[config.mk]
export PLATFORM = sky130hd
export DESIGN_NAME = syst_deskew_out_flat
export DESIGN_NICKNAME = d
export VERILOG_FILES = /design/src/rtl/syst_deskew_out_if.sv /design/src/rtl/syst_deskew_out.sv /design/src/flat_wrapper.sv
export SDC_FILE = /design/constraint.sdc
export NUM_CORES = 1
export LEC_CHECK = 0
export ABC_AREA = 1
export CORE_MARGIN = 2
export CORE_UTILIZATION = 40
export DETAILED_ROUTE_END_ITERATION = 12
export SLEW_MARGIN = 40
export SYNTH_ARGS = -nofsm -noshare
export SYNTH_HDL_FRONTEND = slang
export SYNTH_SLANG_ARGS = --single-unit
[constraint.sdc]
create_clock -name clk -period 4.8 [get_ports clk]
set_input_delay 0.72 -clock clk [delete_from_list [all_inputs] [get_ports clk]]
set_output_delay 0.72 -clock clk [all_outputs]
set_load 0.005 [all_outputs]
[src/rtl/syst_deskew_out_if.sv]
// syst_deskew_out_if: column bus from the systolic array and output stream.
// Ports: enable/psumm_i/valid_i in; data_o/valid_o out; ready_i back-pressure.
interface syst_deskew_out_if #(
  parameter int N_COLS   = 4,
  parameter int SI_WIDTH = 32,
  parameter int DO_WIDTH = 16
);
  logic                         enable;
  logic [N_COLS*SI_WIDTH-1:0]   psumm_i;
  logic [N_COLS-1:0]            valid_i;
  logic [N_COLS*DO_WIDTH-1:0]   data_o;
  logic                         valid_o;
  logic                         ready_i;

  modport slave (
    input  enable, psumm_i, valid_i, ready_i,
    output data_o, valid_o
  );

  modport master (
    output enable, psumm_i, valid_i, ready_i,
    input  data_o, valid_o
  );
endinterface

[src/rtl/syst_deskew_out.sv]
// syst_deskew_out: de-skews systolic column outputs, rounds/saturates, FWFT FIFO.
// Ports: clk, rst (async high), bus (slave), clr_i, overflow_o, skew_err_o.
module syst_deskew_out #(
  parameter int N_COLS     = 4,
  parameter int SI_WIDTH   = 32,
  parameter int DO_WIDTH   = 16,
  parameter int SHIFT      = 15,
  parameter int FIFO_DEPTH = 4
) (
  input  logic              clk,
  input  logic              rst,
  syst_deskew_out_if.slave  bus,
  input  logic              clr_i,
  output logic              overflow_o,
  output logic              skew_err_o
);
  localparam int AW = $clog2(FIFO_DEPTH);
  localparam int VW = N_COLS * DO_WIDTH;

  typedef logic signed [SI_WIDTH:0] ext_t;

  localparam ext_t ONE = ext_t'(1);
  // Half an LSB of the shifted result; zero when SHIFT is 0.
  localparam ext_t RND = (ONE <<< SHIFT) >>> 1;
  localparam ext_t HI  = (ONE <<< (DO_WIDTH - 1)) - ONE;
  localparam ext_t LO  = -(ONE <<< (DO_WIDTH - 1));

  function automatic logic [DO_WIDTH-1:0] f_rnd_sat(
    input logic [SI_WIDTH-1:0] x
  );
    ext_t s;
    s = ext_t'($signed(x)) + RND;
    s = s >>> SHIFT;
    if (s > HI)      return DO_WIDTH'(HI);
    else if (s < LO) return DO_WIDTH'(LO);
    else             return DO_WIDTH'(s);
  endfunction

  logic [SI_WIDTH-1:0] w_ax [N_COLS];
  logic [N_COLS-1:0]   w_av;

  // Column k waits N_COLS-1-k enabled cycles so all columns line up.
  for (genvar k = 0; k < N_COLS; k++) begin : g_col
    localparam int D = N_COLS - 1 - k;
    if (D == 0) begin : g_thru
      assign w_ax[k] = bus.psumm_i[k*SI_WIDTH +: SI_WIDTH];
      assign w_av[k] = bus.valid_i[k];
    end else begin : g_dly
      logic [SI_WIDTH-1:0] r_d [D];
      logic [D-1:0]        r_v;

      always_ff @(posedge clk or posedge rst) begin
        if (rst)
          r_v <= '0;
        else if (bus.enable)
          r_v <= D'({r_v, bus.valid_i[k]});
      end

      always_ff @(posedge clk) begin
        if (bus.enable) begin
          r_d[0] <= bus.psumm_i[k*SI_WIDTH +: SI_WIDTH];
          for (int i = 1; i < D; i++)
            r_d[i] <= r_d[i-1];
        end
      end

      assign w_ax[k] = r_d[D-1];
      assign w_av[k] = r_v[D-1];
    end
  end

  logic w_all;
  logic w_any;
  logic w_vld;
  logic w_skew;

  assign w_all  = &w_av;
  assign w_any  = |w_av;
  // A stalled cycle never produces a vector or a skew event.
  assign w_vld  = bus.enable & w_all;
  assign w_skew = bus.enable & w_any & ~w_all;

  logic [VW-1:0] w_rs;
  logic [VW-1:0] r_rd;
  logic          r_rv;

  always_comb begin
    w_rs = '0;
    for (int k = 0; k < N_COLS; k++)
      w_rs[k*DO_WIDTH +: DO_WIDTH] = f_rnd_sat(w_ax[k]);
  end

  always_ff @(posedge clk or posedge rst) begin
    if (rst) r_rv <= 1'b0;
    else     r_rv <= w_vld;
  end

  always_ff @(posedge clk) begin
    r_rd <= w_rs;
  end

  logic [VW-1:0] r_mem [FIFO_DEPTH];
  logic [AW:0]   r_wp;
  logic [AW:0]   r_rp;
  logic          w_empty;
  logic          w_full;
  logic          w_pop;
  logic          w_push;
  logic          w_drop;

  assign w_empty = (r_wp == r_rp);
  assign w_full  = (r_wp[AW] != r_rp[AW]) &&
                   (r_wp[AW-1:0] == r_rp[AW-1:0]);
  assign w_pop   = ~w_empty & bus.ready_i;
  // A pop in the same cycle frees the slot the write needs.
  assign w_push  = r_rv & (~w_full | w_pop);
  assign w_drop  = r_rv & w_full & ~w_pop;

  always_ff @(posedge clk or posedge rst) begin
    if (rst) begin
      r_wp <= '0;
      r_rp <= '0;
    end else begin
      if (w_push) r_wp <= r_wp + (AW+1)'(1);
      if (w_pop)  r_rp <= r_rp + (AW+1)'(1);
    end
  end

  always_ff @(posedge clk) begin
    if (w_push) r_mem[r_wp[AW-1:0]] <= r_rd;
  end

  assign bus.valid_o = ~w_empty;
  assign bus.data_o  = r_mem[r_rp[AW-1:0]];

  logic r_ovf;
  logic r_skw;

  // New events win over a same-cycle clear.
  always_ff @(posedge clk or posedge rst) begin
    if (rst) begin
      r_ovf <= 1'b0;
      r_skw <= 1'b0;
    end else begin
      r_ovf <= w_drop | (r_ovf & ~clr_i);
      r_skw <= w_skew | (r_skw & ~clr_i);
    end
  end

  assign overflow_o = r_ovf;
  assign skew_err_o = r_skw;
endmodule
[src/flat_wrapper.sv]
// flat-port wrapper written by rule: the top's interface ports become plain ports
module syst_deskew_out_flat 
#(
  parameter int N_COLS     = 4,
  parameter int SI_WIDTH   = 32,
  parameter int DO_WIDTH   = 16,
  parameter int SHIFT      = 15,
  parameter int FIFO_DEPTH = 4
)
  (clk, rst, clr_i, overflow_o, skew_err_o, bus_enable, bus_psumm_i, bus_valid_i, bus_ready_i, bus_data_o, bus_valid_o);
  syst_deskew_out_if #(.N_COLS(N_COLS), .SI_WIDTH(SI_WIDTH), .DO_WIDTH(DO_WIDTH)) bus_i ();
  input  logic clk;
  input  logic rst;
  input  logic clr_i;
  output logic overflow_o;
  output logic skew_err_o;
  input wire logic [$bits(bus_i.enable)-1:0] bus_enable;
  input wire logic [$bits(bus_i.psumm_i)-1:0] bus_psumm_i;
  input wire logic [$bits(bus_i.valid_i)-1:0] bus_valid_i;
  input wire logic [$bits(bus_i.ready_i)-1:0] bus_ready_i;
  output wire logic [$bits(bus_i.data_o)-1:0] bus_data_o;
  output wire logic [$bits(bus_i.valid_o)-1:0] bus_valid_o;
  assign bus_i.enable = bus_enable;
  assign bus_i.psumm_i = bus_psumm_i;
  assign bus_i.valid_i = bus_valid_i;
  assign bus_i.ready_i = bus_ready_i;
  assign bus_data_o = bus_i.data_o;
  assign bus_valid_o = bus_i.valid_o;
  syst_deskew_out #(.N_COLS(N_COLS), .SI_WIDTH(SI_WIDTH), .DO_WIDTH(DO_WIDTH), .SHIFT(SHIFT), .FIFO_DEPTH(FIFO_DEPTH)) u_core (.clk(clk), .rst(rst), .bus(bus_i), .clr_i(clr_i), .overflow_o(overflow_o), .skew_err_o(skew_err_o));
endmodule
==> run summary, run 1 <==
status: finished, final reports clean
post-layout total power: 10.6 mW
startpoint types: flip-flop
Setup Fix Bufs, Post-CTS: 0
DR WL met3: 1390 microns
H-tree levels: 2
Net count, final: 1645
part of the power in registers: 42.6%
Critical Path Start: u_core.r_rp[0]
max-cap violations: 0
Tcrit/Tclk final: 74.1%
Area Growth Syn to Fin: 21.1%
final hold violations: 0
post-CTS resize count: 0
commonest non-fill, non-tap cell in the layout: edfxtp_1
share of cells above drive strength 1: 10.2%
CP endpoint kind: output port
Max clock buf depth: 3
placed cells: 1990
Num CTS Buffers: 46
post-DR vias/cell: 4.82
hpwl dp: 19500 microns
Static Leak: 7.47 nW
drt pass-1 iters: 5
DR WL met2: 15400 microns
worst path required time: 4.08 ns
reg2reg start: u_core.r_rp[0]
clock share of power: 33.7%
fillers: 3656
total wire length: 32500 microns
worst skew pair latency: 0.57 ns
Comb pwr share: 23.7%
Final GP Congestion: 0.809
full die area: 44200 sq um
Ports: 204
port buffer count: 147
DRT iter0 DRCs: 611
YS warnings: 0
internal power: 7.66 mW
Syn Nets: 1484
Slew Limit Fails: 0
initial antenna violation count: 0
number of synthesized register bits: 443
max layer used: met4
syn_area_per_cell: 12.7 sq um
most frequent cells in the layout: 364 x edfxtp_1, 219 x nand2_1, 173 x nor2_1, 146 x clkdlybuf4s50_1, 131 x o21ai_0
diodes inserted: 0
number of routed nets with antenna violations: 0
Post-route DRC: 0
Mapped Area: 17000 sq um
first-pass GRT wire length: 51700 microns
RSZ-0062 raised after global routing: no
Clk Tree Root Cell: clkbuf_16
Avg WL per Cell: 15.6 microns
Core Box Area: 41900 sq um
largest net degree at the start of global routing: 108
Finished Layout Cells: 2075
Crit Path Class: reg2out
critical path fanouts, max: 74
Hold Path Class: reg2reg
final setup vio count: 0
clock skew: 0.0197 ns
total congestion overflow: 0
Row Count: 75
via count: 9998
Chip Height: 210 microns
Power Dens Cells: 513 nW/um^2
total global-route track usage: 14.9%
timing-limited maximum frequency: 0.281 GHz
vias in the first global route: 9928
CTS Hold Bufs: 0
post-synthesis cell count: 1338
Worst slew margin: 43.4%
Switch Pwr: 2.90 mW
Arrival @ worst endpoint: 2.84 ns
CTS tree: yes
Setup TNS: 0 ns
register area share after synthesis: 74.0%
wl on met1: 15000 microns
sw frac: 27.5%
Die W: 210 microns
Max IR drop VDD: 0.402 mV
clock period minus worst slack: 3.56 ns
slew of the pin with the lowest slew margin: 0.849 ns
Synth cell types: 30
worst hold start: u_core.g_col[0].g_dly.r_d[0][22]
Initial Util: 40.6%
clk slew on worst S/H paths: 0.06 ns
Sink Count: 443
metal layers:
metal  up-vias  GRT usage (%)
li1       4979              -
met1      4755           19.9
met2       216           24.4
met3        48           2.77
met4         0           5.36
met5         -              0
layout make-up:
| cell class | instances | area, sq um | area share (%) |
|---|---|---|---|
| clock buffer | 65 | 1260 | 6.13 |
| multi-input combinational | 768 | 3910 | 19.0 |
| clock inverter | 20 | 274 | 1.33 |
| tap | 539 | 674 | 3.27 |
| inverter | 76 | 293 | 1.42 |
| timing repair buffer | 164 | 1600 | 7.78 |
| sequential | 443 | 12600 | 61.1 |
sequential cells by signal, summed over array words and instances, names as in the netlist:
register,flops
u_core.skew_err_o,1
u_core.r_mem,256
u_core.r_wp,3
u_core.g_col.g_dly.r_d,108
u_core.g_col.g_dly.r_v,6
u_core.r_rd,64
u_core.r_rv,1
u_core.overflow_o,1
u_core.r_rp,3
logic make-up (layout without fill, tap and decap cells):
logic type | Yosys count | count (layout) | share of synthesized area, %
AO/OA/AOI/OAI | 209 | 209 | 6.69
AND/OR/NAND/NOR | 493 | 493 | 12.5
adder cells (fa/ha/maj) | 9 | 9 | 0.662
flip-flops | 443 | 443 | 74.0
buffers and inverters | 127 | 325 | 3.24
XOR/XNOR | 57 | 57 | 2.93
worst max-delay path, cell delays in order, from the launching register on:
cell and delay, ns:
dfrtp_4 0.44, buf_4 0.60, o21ai_0 0.20, o22ai_1 0.41
clkdlybuf4s50_1 0.59
stage by stage:
stage / cell area [sq um] / utilization, % / hold slack [ns] / setup WS (ns)
global placement: 19100 / 45.4 / 0.401 / 1.58
detailed placement: 19100 / 45.4 / 0.405 / 1.80
CTS: 20600 / 49.1 / 0.418 / 1.18
finish: 20600 / 49.1 / 0.417 / 1.24
floorplan: 17000 / - / 0.400 / 0.645
global route: 20600 / 49.1 / 0.424 / 1.06
power groups by stage:
stage / sequential [mW] / combinational [mW] / clock [mW]
6_report: 4.50 / 2.50 / 3.56
5_1_grt: 4.52 / 2.77 / 3.82
4_1_cts: 4.50 / 2.56 / 3.67
3_5_place_dp: 4.58 / 2.54 / 0
3_3_place_gp: 4.56 / 2.52 / 0
2_1_floorplan: 4.54 / 1.23 / 0
path summary, 6_finish.rpt:
kind / end / slack [ns] / cells after the start
worst max register to register: u_core.r_mem[0][35] / 2.11 / 7
worst max-delay path: bus_data_o[27] / 1.24 / 4
max in group asynchronous: u_core.r_rp[0] / 3.82 / 2
worst min register to register: u_core.g_col[0].g_dly.r_d[0][54] / 0.42 / 0
worst min-delay path: u_core.g_col[0].g_dly.r_d[0][54] / 0.42 / 0
min in group asynchronous: u_core.g_col[1].g_dly.r_v[1] / 0.53 / 2
synth_stat cells, drive strengths merged:
| cell | n | area (sq um) |
|---|---|---|
| xnor2 | 21 | 184 |
| dfrtp | 15 | 375 |
| ha | 9 | 113 |
| nand2 | 253 | 1050 |
| inv | 76 | 285 |
| a21oi | 6 | 33.8 |
| o22ai | 66 | 413 |
| buf | 16 | 134 |
| xor2 | 36 | 315 |
| a31o | 1 | 8.76 |
| clkbuf | 35 | 131 |
| nand4 | 6 | 37.5 |
| dfxtp | 64 | 1280 |
| o21bai | 1 | 7.51 |
| nor2 | 201 | 865 |
| nand3b | 2 | 15.0 |
| nor4 | 1 | 6.26 |
| nor3 | 1 | 5.00 |
| nand3 | 29 | 145 |
| edfxtp | 364 | 10900 |
| o21ai | 135 | 676 |
No activity file was read; power rests on OpenSTA's default activity.
==> run 2: changes to the inputs <==
==> constraint.sdc (replaced) <==
create_clock -name clk -period 3.6 [get_ports clk]
set_input_delay 0.54 -clock clk [delete_from_list [all_inputs] [get_ports clk]]
set_output_delay 0.54 -clock clk [all_outputs]
set_load 0.005 [all_outputs]
==> run 2 against run 1 <==
- die area did not move
- count of clock-buffer cells in the layout is 5 lower
- via count shrank 0.55%
- combinational power increased by 32%
- critical path type unchanged
- largest cell class unchanged
- clock skew fell by 0.0083 ns
- routed wire length grew 0.48%
- highest routed layer unchanged
- utilization is 0.37 points higher
- hold slack lost 0.077 ns
- first-iteration DRC count shrank 34%
==> run summary, run 2 (synthesis gave the netlist of run 1 again) <==
Arrival @ worst endpoint: 2.73 ns (-0.11 ns)
Slew Limit Fails: 0 (unchanged)
Num CTS Buffers: 45 (-2.2%)
worst reg2reg path depth: 8 (+1)
total wire length: 32600 microns (+0.48%)
FF-to-FF End: u_core.r_mem[3][25]
Worst path top cell family by delay: buffers and inverters
CP cell instances: inv_2 -> buf_4 -> o21ai_0 -> o22ai_1 -> clkdlybuf4s50_1
post-DR vias/cell: 4.79 (-0.60%)
Initial Util: 40.6% (unchanged)
post-CTS resize count: 0 (unchanged)
Ports: 204 (unchanged)
max-cap violations: 0 (unchanged)
CP endpoint kind: output port
Most Used Layer, Global Route: met2
vias in the first global route: 9624 (-3.1%)
Area Growth Syn to Fin: 22.0%
status: finished, final reports clean
Die W: 210 microns (unchanged)
clock period minus worst slack: 3.27 ns
Max IR drop VDD: 0.457 mV (+14%)
first-pass GRT wire length: 51200 microns (-0.99%)
total congestion overflow: 0 (unchanged)
clock skew: 0.0114 ns (-0.00826 ns)
via count: 9943 (-0.55%)
Crit Path Class: reg2out
final hold violations: 0 (unchanged)
initial antenna violation count: 0 (unchanged)
fillers: 3644 (-0.33%)
CP max stage delay: 0.68 ns (+0.08 ns)
share of cells above drive strength 1: 10.4% (+0.25 points)
worst skew pair latency: 0.56 ns (about the same)
Setup Fix Bufs, Post-CTS: 0 (unchanged)
H-tree levels: 2 (unchanged)
port buffer count: 147 (unchanged)
final setup vio count: 0 (unchanged)
Final Util: 49.5% (+0.37 points)
number of routed nets with antenna violations: 0 (unchanged)
slew of the pin with the lowest slew margin: 0.621 ns (-0.227 ns)
Net count, final: 1646 (+0.061%)
post-layout total power: 14.3 mW (+35%)
commonest non-fill, non-tap cell in the layout: edfxtp_1
timing-limited maximum frequency: 0.306 GHz
diodes inserted: 0 (unchanged)
hpwl dp: 19600 microns (+0.64%)
Hold Path Class: in2async
Finished Layout Cells: 2076 (+0.048%)
Worst slew margin: 58.6% (+15 points)
Max clock buf depth: 3 (unchanged)
met3 GRT Util: 3.22% (+0.45 points)
worst path required time: 3.06 ns (-1.02 ns)
CTS Hold Bufs: 0 (unchanged)
most frequent cells in the layout: 364 x edfxtp_1, 219 x nand2_1, 173 x nor2_1, 146 x clkdlybuf4s50_1, 131 x o21ai_0
Tcrit/Tclk final: 90.9%
Post-route DRC: 0 (unchanged)
Final GP Congestion: 0.843 (+4.2%)
Static Leak: 7.54 nW (+0.90%)
Chip Height: 210 microns (unchanged)
largest net degree at the start of global routing: 73 (-32%)
Clk Tree Root Cell: clkbuf_16
startpoint types: flip-flop
total global-route track usage: 14.9% (about the same)
Core Box Area: 41900 sq um (unchanged)
Avg WL per Cell: 15.7 microns (+0.43%)
critical path depth: 5 (+1)
Sink Count: 443 (unchanged)
grt met1 use: 19.4% (-0.49 points)
reg2reg setup slack: 1.01 ns (-1.10 ns)
CTS tree: yes
RSZ-0062 raised after global routing: no
Design Area, Final: 20800 sq um (+0.76%)
Row Count: 75 (unchanged)
full die area: 44200 sq um (unchanged)
critical path fanouts, max: 33 (-55%)
number of flip-flops in the largest register: 256 (unchanged)
Power Dens Cells: 687 nW/um^2 (+34%)
placed cells: 1992 (+0.10%)
Buf+Inv Stages, Crit Path: 3 (+1)
slowest stage cell, crit path: dfrtp_4
drt pass-1 iters: 6 (+1)
reg2reg start: u_core.r_rp[0]
DP Area: 19200 sq um (+0.71%)
met2 Use GR: 24.7% (+0.31 points)
DRT iter0 DRCs: 402 (-34%)
clk slew on worst S/H paths: 0.06 ns (about the same)
-- run 2: cell count changes in the layout (fill, tap and decap cells not counted), moves of 2 or more --
cell,before,now
buf_12,0,10
clkinvlp_4,3,1
inv_6,3,1
clkinv_2,6,8
buf_6,2,0
clkinv_1,2,4
buf_4,16,10
clkinv_4,0,3
clkbuf_1,15,10
-- run 2: routing by layer --
metal  vias to the layer above  share of wire [%]
met3                        56                4.4
met2                       190                 48
met5                         -                  0
li1                       4981                  -
met4                         0                2.6
met1                      4716                 45
-- run 2: layout make-up --
type                    instances  area, sq um  share of cell area [%]
inverters                      76          288                    1.39
well taps                     539          674                    3.25
multi-input cells             768         3910                    18.8
clock inverters                24          308                    1.48
repair buffers                166         1740                    8.36
clock buffers                  60         1250                    6.04
flip-flops and latches        443        12600                    60.7
-- run 2: metrics by stage --
| step | worst slack [ns] | setup TNS (ns) | hold slack, ns |
|---|---|---|---|
| after floorplan | -0.555 | -142.19 | 0.400 |
| after global routing | 0.178 | 0 | 0.385 |
| after global placement | 0.824 | 0 | 0.401 |
| after detailed placement | 0.802 | 0 | 0.405 |
| final | 0.329 | 0 | 0.340 |
| after CTS | 0.167 | 0 | 0.326 |
-- run 2: worst max-delay path by stage --
stage | start | endpoint | slack [ns]
after floorplan | u_core.r_rp[0] | u_core.r_mem[0][0] | -0.56
after global placement | u_core.r_rp[1] | bus_data_o[22] | 0.82
after detailed placement | u_core.r_rp[1] | bus_data_o[24] | 0.80
after CTS | u_core.r_rp[1] | bus_data_o[24] | 0.17
after global routing | u_core.r_rp[0] | bus_data_o[24] | 0.18
final | u_core.r_rp[1] | bus_data_o[24] | 0.33
-- run 2: power breakdown --
| part | internal (mW) | leakage (nW) | total, mW | switching [mW] |
|---|---|---|---|---|
| Clock | 2.96 | 0.766 | 4.83 | 1.87 |
| Sequential | 5.84 | 4.06 | 6.12 | 0.281 |
| Combinational | 1.57 | 2.71 | 3.31 | 1.75 |
| Total | 10.4 | 7.54 | 14.3 | 3.90 |
